--- src/rtl/led_mode_ctrl_if.sv ---
// led_mode_ctrl_if: key/LED bundle between the key filter, the LED mode
// controller and whatever drives or observes it.
//   key_pulse  one-cycle debounced press pulse    (master -> slave)
//   en         1 = animate, 0 = freeze            (master -> slave)
//   led        registered LED drive, 1 = lit      (slave -> master)
//   mode       current mode code                  (slave -> master)
//   tick       registered one-cycle step strobe   (slave -> master)
interface led_mode_ctrl_if #(
    parameter int LED_W = 8
);
    logic             key_pulse;
    logic             en;
    logic [LED_W-1:0] led;
    logic [2:0]       mode;
    logic             tick;

    modport master (output key_pulse, en, input led, mode, tick);
    modport slave  (input key_pulse, en, output led, mode, tick);
endinterface

--- src/rtl/led_mode_ctrl.sv ---
// led_mode_ctrl: key-pulse driven LED mode selector with a prescaled
// pattern animator.
//   clk   system clock
//   rst   asynchronous reset, active-high
//   bus   led_mode_ctrl_if.slave (key_pulse, en in; led, mode, tick out)
// Modes: 0 OFF, 1 ON, 2 BLINK, 3 SHL, 4 SHR, 5 PINGPONG, 6 BREATH.
// Optional feature macro LED_BREATH_EN adds mode 6 (PWM breathing);
// without it the mode wraps 5 -> 0.
module led_mode_ctrl #(
    parameter int LED_W    = 8,
    parameter int TICK_DIV = 25_000_000,
    parameter int TICK_W   = 25
) (
    input  logic           clk,
    input  logic           rst,
    led_mode_ctrl_if.slave bus
);
    localparam logic [2:0] M_OFF    = 3'd0;
    localparam logic [2:0] M_ON     = 3'd1;
    localparam logic [2:0] M_BLINK  = 3'd2;
    localparam logic [2:0] M_SHL    = 3'd3;
    localparam logic [2:0] M_SHR    = 3'd4;
    localparam logic [2:0] M_PP     = 3'd5;
`ifdef LED_BREATH_EN
    localparam logic [2:0] M_BREATH = 3'd6;
    localparam logic [2:0] M_LAST   = M_BREATH;
`else
    localparam logic [2:0] M_LAST   = M_PP;
`endif

    localparam logic [TICK_W-1:0] CNT_MAX = TICK_W'(TICK_DIV - 1);

    logic [2:0]        mode_q, mode_d;
    logic [LED_W-1:0]  led_q, led_d;
    logic              tick_q, tick_d;
    logic [TICK_W-1:0] cnt_q, cnt_d;
    logic              dir_q, dir_d;     // pingpong: 0 = moving left (up)
    logic              step;

`ifdef LED_BREATH_EN
    logic [7:0] pwm_q, pwm_d;
    logic [7:0] duty_q, duty_d;
    logic       ramp_dn_q, ramp_dn_d;
`endif

    assign step = bus.en && (cnt_q == CNT_MAX);

    // Pattern loaded when a mode is entered.
    function automatic logic [LED_W-1:0] init_led(input logic [2:0] m);
        logic [LED_W-1:0] v;
        v = '0;
        case (m)
            M_ON, M_BLINK: v = '1;
            M_SHL, M_PP:   v[0] = 1'b1;
            M_SHR:         v[LED_W-1] = 1'b1;
            default:       v = '0;
        endcase
        return v;
    endfunction

    always_comb begin
        mode_d = mode_q;
        led_d  = led_q;
        tick_d = 1'b0;
        cnt_d  = cnt_q;
        dir_d  = dir_q;
`ifdef LED_BREATH_EN
        duty_d    = duty_q;
        ramp_dn_d = ramp_dn_q;
        pwm_d     = (mode_q == M_BREATH) ? pwm_q + 8'd1 : 8'd0;
`endif
        if (bus.key_pulse) begin
            // Key press has priority over a coincident step: reload only.
            // Out-of-range codes fall into the >= compare and return to OFF.
            mode_d = (mode_q >= M_LAST) ? M_OFF : mode_q + 3'd1;
            cnt_d  = '0;
            dir_d  = 1'b0;
            led_d  = init_led(mode_d);
`ifdef LED_BREATH_EN
            duty_d    = 8'd0;
            ramp_dn_d = 1'b0;
`endif
        end else if (bus.en) begin
            cnt_d  = step ? '0 : cnt_q + 1'b1;
            tick_d = step;
`ifdef LED_BREATH_EN
            if (mode_q == M_BREATH)
                led_d = {LED_W{pwm_q < duty_q}};
`endif
            if (step) begin
                case (mode_q)
                    M_BLINK: led_d = ~led_q;
                    M_SHL:   led_d = {led_q[LED_W-2:0], led_q[LED_W-1]};
                    M_SHR:   led_d = {led_q[0], led_q[LED_W-1:1]};
                    M_PP: begin
                        // Flip direction as the lit bit arrives at an end.
                        if (!dir_q) begin
                            led_d = led_q << 1;
                            if (led_q[LED_W-2]) dir_d = 1'b1;
                        end else begin
                            led_d = led_q >> 1;
                            if (led_q[1]) dir_d = 1'b0;
                        end
                    end
`ifdef LED_BREATH_EN
                    M_BREATH: begin
                        if (!ramp_dn_q) begin
                            duty_d = duty_q + 8'd1;
                            if (duty_q == 8'd254) ramp_dn_d = 1'b1;
                        end else begin
                            duty_d = duty_q - 8'd1;
                            if (duty_q == 8'd1) ramp_dn_d = 1'b0;
                        end
                    end
`endif
                    default: ;
                endcase
            end
        end
    end

    always_ff @(posedge clk or posedge rst) begin
        if (rst) begin
            mode_q <= M_OFF;
            led_q  <= '0;
            tick_q <= 1'b0;
            cnt_q  <= '0;
            dir_q  <= 1'b0;
`ifdef LED_BREATH_EN
            pwm_q     <= 8'd0;
            duty_q    <= 8'd0;
            ramp_dn_q <= 1'b0;
`endif
        end else begin
            mode_q <= mode_d;
            led_q  <= led_d;
            tick_q <= tick_d;
            cnt_q  <= cnt_d;
            dir_q  <= dir_d;
`ifdef LED_BREATH_EN
            pwm_q     <= pwm_d;
            duty_q    <= duty_d;
            ramp_dn_q <= ramp_dn_d;
`endif
        end
    end

    assign bus.led  = led_q;
    assign bus.mode = mode_q;
    assign bus.tick = tick_q;
endmodule

--- src/flat_wrapper.sv ---
// flat-port wrapper written by rule: the top's interface ports become plain ports
module led_mode_ctrl_flat 
#(
    parameter int LED_W    = 8,
    parameter int TICK_DIV = 25_000_000,
    parameter int TICK_W   = 25
)
  (clk, rst, bus_key_pulse, bus_en, bus_led, bus_mode, bus_tick);
  led_mode_ctrl_if #(.LED_W(LED_W)) bus_i ();
  input  logic clk;
  input  logic rst;
  input wire logic [$bits(bus_i.key_pulse)-1:0] bus_key_pulse;
  input wire logic [$bits(bus_i.en)-1:0] bus_en;
  output wire logic [$bits(bus_i.led)-1:0] bus_led;
  output wire logic [$bits(bus_i.mode)-1:0] bus_mode;
  output wire logic [$bits(bus_i.tick)-1:0] bus_tick;
  assign bus_i.key_pulse = bus_key_pulse;
  assign bus_i.en = bus_en;
  assign bus_led = bus_i.led;
  assign bus_mode = bus_i.mode;
  assign bus_tick = bus_i.tick;
  led_mode_ctrl #(.LED_W(LED_W), .TICK_DIV(TICK_DIV), .TICK_W(TICK_W)) u_core (.clk(clk), .rst(rst), .bus(bus_i));
endmodule
--- config.mk ---
export PLATFORM = sky130hd
export DESIGN_NAME = led_mode_ctrl_flat
export DESIGN_NICKNAME = d
export VERILOG_FILES = /design/src/rtl/led_mode_ctrl_if.sv /design/src/rtl/led_mode_ctrl.sv /design/src/flat_wrapper.sv
export SDC_FILE = /design/constraint.sdc
export NUM_CORES = 1
export LEC_CHECK = 0
export BUFFER_PORTS_ARGS = -buffer_cell sky130_fd_sc_hd__buf_2
export CAP_MARGIN = 0
export CORE_ASPECT_RATIO = 1.1
export CORE_MARGIN = 4
export CORE_UTILIZATION = 60
export DETAILED_ROUTE_END_ITERATION = 6
export PLACE_DENSITY = 0.79
export RECOVER_POWER = 25
export SLEW_MARGIN = 10
export SYNTH_ARGS = -nofsm -noshare
export SYNTH_HDL_FRONTEND = slang
export SYNTH_SLANG_ARGS = --single-unit
export TNS_END_PERCENT = 20
--- constraint.sdc ---
create_clock -name clk -period 2.8 [get_ports clk]
set_clock_uncertainty 0.15 [all_clocks]
set_input_delay 0.28 -clock clk [delete_from_list [all_inputs] [get_ports clk]]
set_output_delay 0.28 -clock clk [all_outputs]
set_load 0.02 [all_outputs]
==> results by group, run 1 <==
Run status
  • Outcome: completed

Synthesis
  • Area of the mapped netlist: 2340 µm²
  • Top cells by count, synth: dfrtp_1, nor2_1, nand2_1, nand3_1, xor2_1
  • Synthesis warning total: 0
  • Syn_nets: between 200 and 300
  • Seq cells post-synth: 38
  • Count leader, synth: dfrtp_1
  • Largest family of logic cells by synthesized area: simple AND/OR/NAND/NOR gates
  • EDFF count, synth: 0
  • Prevailing post-synth register cell: dfrtp_1
  • Post-synthesis sequential area ratio: roughly 41%
  • Synth Area in Simple Gates: roughly 28%
  • Post-synth top area cell: dfrtp_1
  • Post-synthesis cell count: 251
  • Compound-Gate Fraction of Synth Area: 16.2%
  • Synth top area cells: dfrtp_1, xor2_1, nor2_1
  • Synth Area in XOR/XNOR: about 7.8%
  • Mux share of post-synthesis cell area: 0.427%
  • Syn avg cell area: 9.34 µm²
  • Synth unique cells: 53
  • Share of synthesized registers carrying an async set or reset: between 90% and 100%
  • Yosys top cell area share: 40.6%
  • Post-synthesis adder-cell area fraction: approximately 3.2%

Layout
  • Fraction of layout instances using a drive strength above 1: between 10% and 20%
  • Synthesis-to-layout area growth: 8.86%
  • Diodes inserted: 0
  • Nets: approximately 280
  • Fill cells: 280

Setup path
  • Crit path required time: about 2.9 ns
  • Crit-path max FO: 6
  • Slowest CP cell: or4_4
  • Worst setup SP type: register
  • Worst stage delay on the critical path: ~0.57 ns
  • R2R Setup Slk: between 0.3 and 0.4 ns
  • CP Capture Type: register
  • Reg-to-Reg End: u_core.dir_q$_DFFE_PP0P_
  • Top delay family on crit path: simple AND/OR/NAND/NOR gates
  • Worst Path Class, Setup: register to register
  • Origin of the critical flop-to-flop path: u_core.cnt_q[0]$_DFFE_PP0P_
  • Register-to-Register Path Depth: 6
  • Worst path bufs/invs: 0
  • Crit path cell chain: ha_1 > and3_4 > nand4_4 > or4_4 > or4b_1 > a21oi_1
  • Arrival time worst endpoint: between 2 and 3 ns

Die
  • Die outline width: 67.6 µm
  • Die Area: between 4000 and 5000 µm²
  • Die Ht: between 70 and 80 µm
  • IO Pins: 16
  • Initial Util: a little over three fifths
  • Cell Rows: 23
  • Core Area: 3710 µm²

Timing
  • Final-report hold violation count: 0
  • Setup-failing EPs final: 0
  • Max Fclk: about 0.4 GHz
  • Final min period: 2.47 ns
  • Worst rel slew slack: between 50% and 60%
  • Worst Max-Slew Pin Slew: slightly below 0.7 ns
  • Setup TNS Final: 0 ns
  • Slew Limit Fails: 0
  • Final worst-path cycle share: between 80% and 90%
  • RSZ-0062 raised after global routing: false

Place
  • Detailed placer's ending HPWL: 3.44 mm
  • Number of port buffers: 15
  • Routability Congestion: around 0.85

Power
  • Reg power frac: 38.5%
  • Sw Ratio: about two fifths
  • P per Cell Area: 764 nW/µm²
  • Clock share of power: between 20% and 30%
  • Power Internal: 1150 µW
  • P_leak: 0.00105 µW
  • Final Power: just under 2000 µW
  • NetSw: around 800 µW
  • Maximum vdd drop: 0.299 mV
  • Logic pwr share: approximately two fifths

Global routing
  • First-pass GRT wire length: 8.51 mm
  • Total grt overflow: 0
  • Total GRT Usage: approximately 23%
  • Initial antenna violation count: 0
  • Pin count of the biggest net entering global routing: 28
  • Vias in the first global route: 1867

Detailed routing
  • # DRC: 0
  • Vias: ~2000
  • Vias/cell: ~6.1
  • DR iter-0 viols: 203
  • Total iterations of the first detailed-routing run: 4
  • ANT nets after route: 0
  • WL/cell: 15.4 µm
  • Routed WL: about 4.9 mm

Clock network
  • Setup Fix Bufs, Post-CTS: 0
  • Maximum clock path buffer count: 2
  • Clock latency on the worst-skew pair: around 0.29 ns
  • Num Clock Sinks: 38
  • CTS H-tree depth: 2
  • CTS buffer count: 5
  • CTS Root Cell: clkbuf_8
  • CTS tree: done
  • Clock transition at path regs: roughly 0.070 ns

Worst hold path
  • Hold path cells: 3
  • Hold Crit Class: input port to register
  • Hold_sp: bus_en
  • WHS Endpoint: u_core.cnt_q[1]$_DFFE_PP0P_

Run
  • Max Cap Violations: 0
## cells in the final DEF, fill, tap and decap left out, types with 3 or more instances in the layout
cell      netlist  final
xnor2_1         5      5
buf_4           0      6
buf_2           2     10
nand2b_1        3      3
xor2_1         16     16
a31oi_1         3      3
nor3_1          6      6
inv_1           7      7
nand4_1         9      9
nand3b_1        4      4
ha_1            6      6
a221o_1         6      6
o22ai_1         3      3
clkbuf_1        5      6
a22o_1          6      6
nand3_1        16     16
nand2_1        19     19
and3_1          3      3
a311oi_1        6      6
clkbuf_8        1      6
a21oi_1         9      9
nor4_1          3      3
dfrtp_1        38     38
nor2_1         31     31
a211oi_1        7      7
o21ai_0         4      4
## sequential cells by signal, summed over array words and instances, names as in the netlist
| name | count |
|---|---|
| u_core.dir_q | 1 |
| u_core.cnt_q | 25 |
| u_core.bus.tick | 1 |
| u_core.bus.mode | 3 |
| u_core.bus.led | 8 |
## metal layers
metal | wire length [µm] | GRT usage [%] | vias to the layer above | share of wire [%]
li1 | - | - | 969 | -
met1 | 2180 | 29.4 | 945 | 44
met2 | 2490 | 37.6 | 33 | 51
met3 | 188 | 4.13 | 5 | 3.8
met4 | 61 | 8.33 | 0 | 1.2
met5 | 0 | 0 | - | 0
## cell type report
cell class,count,area [µm²],share of cell area (%)
Timing Repair Buffer,22,124,4.85
Clock inverter,1,5.00,0.196
Multi-Input combinational cell,195,1300,50.8
Clock buffer,7,86.3,3.38
Tap cell,50,62.6,2.45
Sequential cell,38,951,37.3
Inverter,7,26.3,1.03
## tightest hold or removal path: stages
cell and delay, ns:
buf_2 0.19, nand3_1 0.12, a21oi_1 0.06
## power groups by stage
stage | Combinational (µW) | Clock [µW] | Sequential [µW]
global placement | 803 | 0 | 757
detailed placement | 810 | 0 | 759
global route | 892 | 427 | 767
finish | 807 | 392 | 751
floorplan | 544 | 0 | 824
CTS | 815 | 403 | 749
## kinds of logic after synthesis
| group | count (synthesis) |
|---|---|
| adders and majority gates | 6 |
| xor gates and xnor gates | 21 |
| AOI/OAI and AO/OA | 51 |
| muxes | 1 |
| and+or+nand+nor | 116 |
| DFF | 38 |
| buffers and inverters | 18 |
## per-stage QoR
stage	hold WS, ns	cells	setup WS [ns]	area, µm²	utilization (%)
floorplan	0.322	251	0.356	2340	-
global placement	0.252	311	0.369	2460	66.2
detailed placement	0.259	311	0.357	2460	66.2
CTS	0.250	320	0.311	2560	68.9
global route	0.296	320	0.167	2550	68.8
finish	0.253	320	0.325	2550	68.8
## what timing repair did
item | CTS | global route
endpoints found under the hold margin | 17 | 0
resized for setup | 0 | 0
hold buffers | 1 | 0
## how the worst max path moves through the flow
stage                                        start                       endpoint  slack, ns  cells past startpoint
finish                 u_core.cnt_q[0]$_DFFE_PP0P_       u_core.dir_q$_DFFE_PP0P_       0.33                      6
global route           u_core.cnt_q[8]$_DFFE_PP0P_  u_core.bus.led[5]$_DFFE_PP0P_       0.17                      5
CTS                    u_core.cnt_q[0]$_DFFE_PP0P_       u_core.dir_q$_DFFE_PP0P_       0.31                      6
detailed placement     u_core.cnt_q[0]$_DFFE_PP0P_       u_core.dir_q$_DFFE_PP0P_       0.36                      6
global placement       u_core.cnt_q[0]$_DFFE_PP0P_       u_core.dir_q$_DFFE_PP0P_       0.37                      6
floorplan           u_core.bus.mode[2]$_DFFE_PP0P_  u_core.bus.led[2]$_DFFE_PP0P_       0.36                      9
No activity file was read; power rests on OpenSTA's default activity.
==> inputs of run 2 (changes only) <==
--- a/config.mk
+++ b/config.mk
@@ -11,7 +11,7 @@
 export CORE_MARGIN = 4
 export CORE_UTILIZATION = 60
 export DETAILED_ROUTE_END_ITERATION = 6
-export PLACE_DENSITY = 0.79
+export PLACE_DENSITY = 0.81
 export RECOVER_POWER = 25
 export SLEW_MARGIN = 10
 export SYNTH_ARGS = -nofsm -noshare
==> run 2 against run 1 <==
Net effect: critical path depth fell by 1; setup slack improved by 0.0056 ns; core utilization barely moved; sequential power barely moved; final cell count fell by 0.31%; highest routed layer unchanged; clock power fell by 6.1%; flip-flop and latch count did not move; non-clock buffer count rose by 1; maximum frequency rose by 0.23%.
==> results by group, run 2 (synthesized netlist as in run 1, its figures left out) <==
Run status
  • Outcome: completed

Die
  • Die Area: between 4000 and 5000 µm²
  • Cell Rows: 23
  • Initial Util: a little over three fifths
  • Die outline width: 67.6 µm
  • IO Pins: 16
  • Core Area: 3710 µm²
  • Die Ht: 73.6 µm

Clock network
  • CTS tree: done
  • Maximum clock path buffer count: 2
  • CTS Root Cell: clkbuf_8
  • Num Clock Sinks: 38
  • Clock transition at path regs: about 0.070 ns
  • CTS buffer count: 5
  • CTS H-tree depth: 2
  • Post-CTS sizing: 0
  • Clock latency on the worst-skew pair: 0.29 ns

Detailed routing
  • DR iter-0 viols: 165
  • Routed WL: between 4 and 5 mm
  • ANT nets after route: 0
  • Vias: between 2000 and 2500
  • Total iterations of the first detailed-routing run: 5
  • # DRC: 0
  • WL/cell: around 16 µm
  • Vias/cell: between 6 and 7

Layout
  • Fill cells: ~300
  • Commonest non-fill, non-tap cell in the layout: dfrtp_1
  • Diodes inserted: 0
  • Max reg flops: 25
  • Final Non-Filler Cells: about 320
  • Synthesis-to-layout area growth: 8.91%
  • Core Util, Final: between 60 and 70%
  • Nets: 280
  • Fraction of layout instances using a drive strength above 1: a little over an eighth
  • Commonest non-fill, non-tap cells in the layout: dfrtp_1, nor2_1, nand2_1, nand3_1, xor2_1
  • Top reg by flops: u_core.cnt_q

Timing
  • Max Fclk: 0.405 GHz
  • Final worst-path cycle share: between 80% and 90%
  • Hold slack final: between 0.2 and 0.25 ns
  • Setup-failing EPs final: 0
  • Final-report hold violation count: 0
  • Worst Max-Slew Pin Slew: about 0.96 ns
  • Worst rel slew slack: 36.3%
  • RSZ-0062 raised after global routing: false
  • Setup TNS Final: 0 ns
  • Final min period: approximately 2.5 ns
  • Slew Limit Fails: 0
  • PnR worst setup slack: between 0.3 and 0.4 ns

Setup path
  • Worst Path Class, Setup: register to register
  • R2R Setup Slk: 0.33 ns
  • Crit path cell chain: nor4b_1 > nand3b_1 > or4_2 > nor2_1 > a311oi_1
  • Register-to-Register Path Depth: 5
  • Worst stage delay on the critical path: 0.56 ns
  • Worst setup SP type: register
  • Crit-path max FO: 6
  • Slowest CP cell: or4_2
  • Arrival time worst endpoint: roughly 2.5 ns
  • Crit path required time: ~2.8 ns
  • CP Capture Type: register

Worst hold path
  • Hold Crit Class: input port to register
  • Hold path cells: 3

Power
  • P per Cell Area: about 760 nW/µm²
  • P_leak: between 0.001 and 0.0015 µW
  • Maximum vdd drop: 0.340 mV

Place
  • Number of port buffers: 15
  • Worst slack at placement: around 0.35 ns
  • Detailed placer's ending HPWL: roughly 3.4 mm
  • Routability Congestion: approximately 0.86
  • DP Cell Count: about 310

Global routing
  • Initial antenna violation count: 0
  • Total grt overflow: 0
  • Vias in the first global route: roughly 1900
  • Total GRT Usage: approximately 22%
  • First-pass GRT wire length: roughly 8.5 mm
  • Pin count of the biggest net entering global routing: 39

Run
  • Max Cap Violations: 0
## run 2: final timing paths
kind,startpoint,endpoint
worst max register to register,u_core.cnt_q[8]$_DFFE_PP0P_,u_core.bus.led[3]$_DFFE_PP0P_
min in group asynchronous,rst,u_core.bus.mode[0]$_DFFE_PP0P_
worst min register to register,u_core.cnt_q[22]$_DFFE_PP0P_,u_core.cnt_q[22]$_DFFE_PP0P_
worst max-delay path,u_core.cnt_q[8]$_DFFE_PP0P_,u_core.bus.led[3]$_DFFE_PP0P_
max in group asynchronous,rst,u_core.cnt_q[4]$_DFFE_PP0P_
worst min-delay path,bus_en,u_core.cnt_q[1]$_DFFE_PP0P_
## run 2: routing by layer
metal	global-route usage, %	up-vias	wire [µm]	share of wire (%)
met3	5.66	6	220	4.4
met2	37.2	55	2480	50
met5	0	-	0	0
met4	6.76	0	43	0.87
met1	27.3	997	2210	45
li1	-	972	-	-
## run 2: power breakdown
group / internal, µW / switching (µW) / leakage, µW
clock: 190 / 178 / 0.0000431
combinational: 330 / 479 / 0.000508
sequential: 625 / 128 / 0.000505
total: 1150 / 785 / 0.00106
## run 2: metrics by stage
stage / area [µm²] / power [µW]
4_1_cts: 2560 / 1930
3_5_place_dp: 2460 / 1560
3_3_place_gp: 2460 / 1560
6_report: 2550 / 1930
5_1_grt: 2550 / 2060
2_1_floorplan: 2340 / 1370
## run 2: worst max-delay path: cells and delay by family, from the launching register on
kind | cells | cell delay [ns]
and+or+nand+nor | 4 | 1.58
DFF | 1 | 0.44
AOI/OAI and AO/OA | 1 | 0.16
## run 2: what timing repair did
item                                    4_1_cts  5_1_grt
endpoints found under the setup margin        0        0
buffers inserted                              0        0
hold buffers                                  1        0
hold endpoints to repair                     38        0
## run 2: cell type report
class                   count  area (µm²)  area share [%]
clock buffers               6        82.6            3.23
well taps                  50        62.6            2.45
multi-input cells         195        1300            50.8
flip-flops and latches     38         951            37.2
repair buffers             23         134            5.24
inverters                   7        26.3            1.03
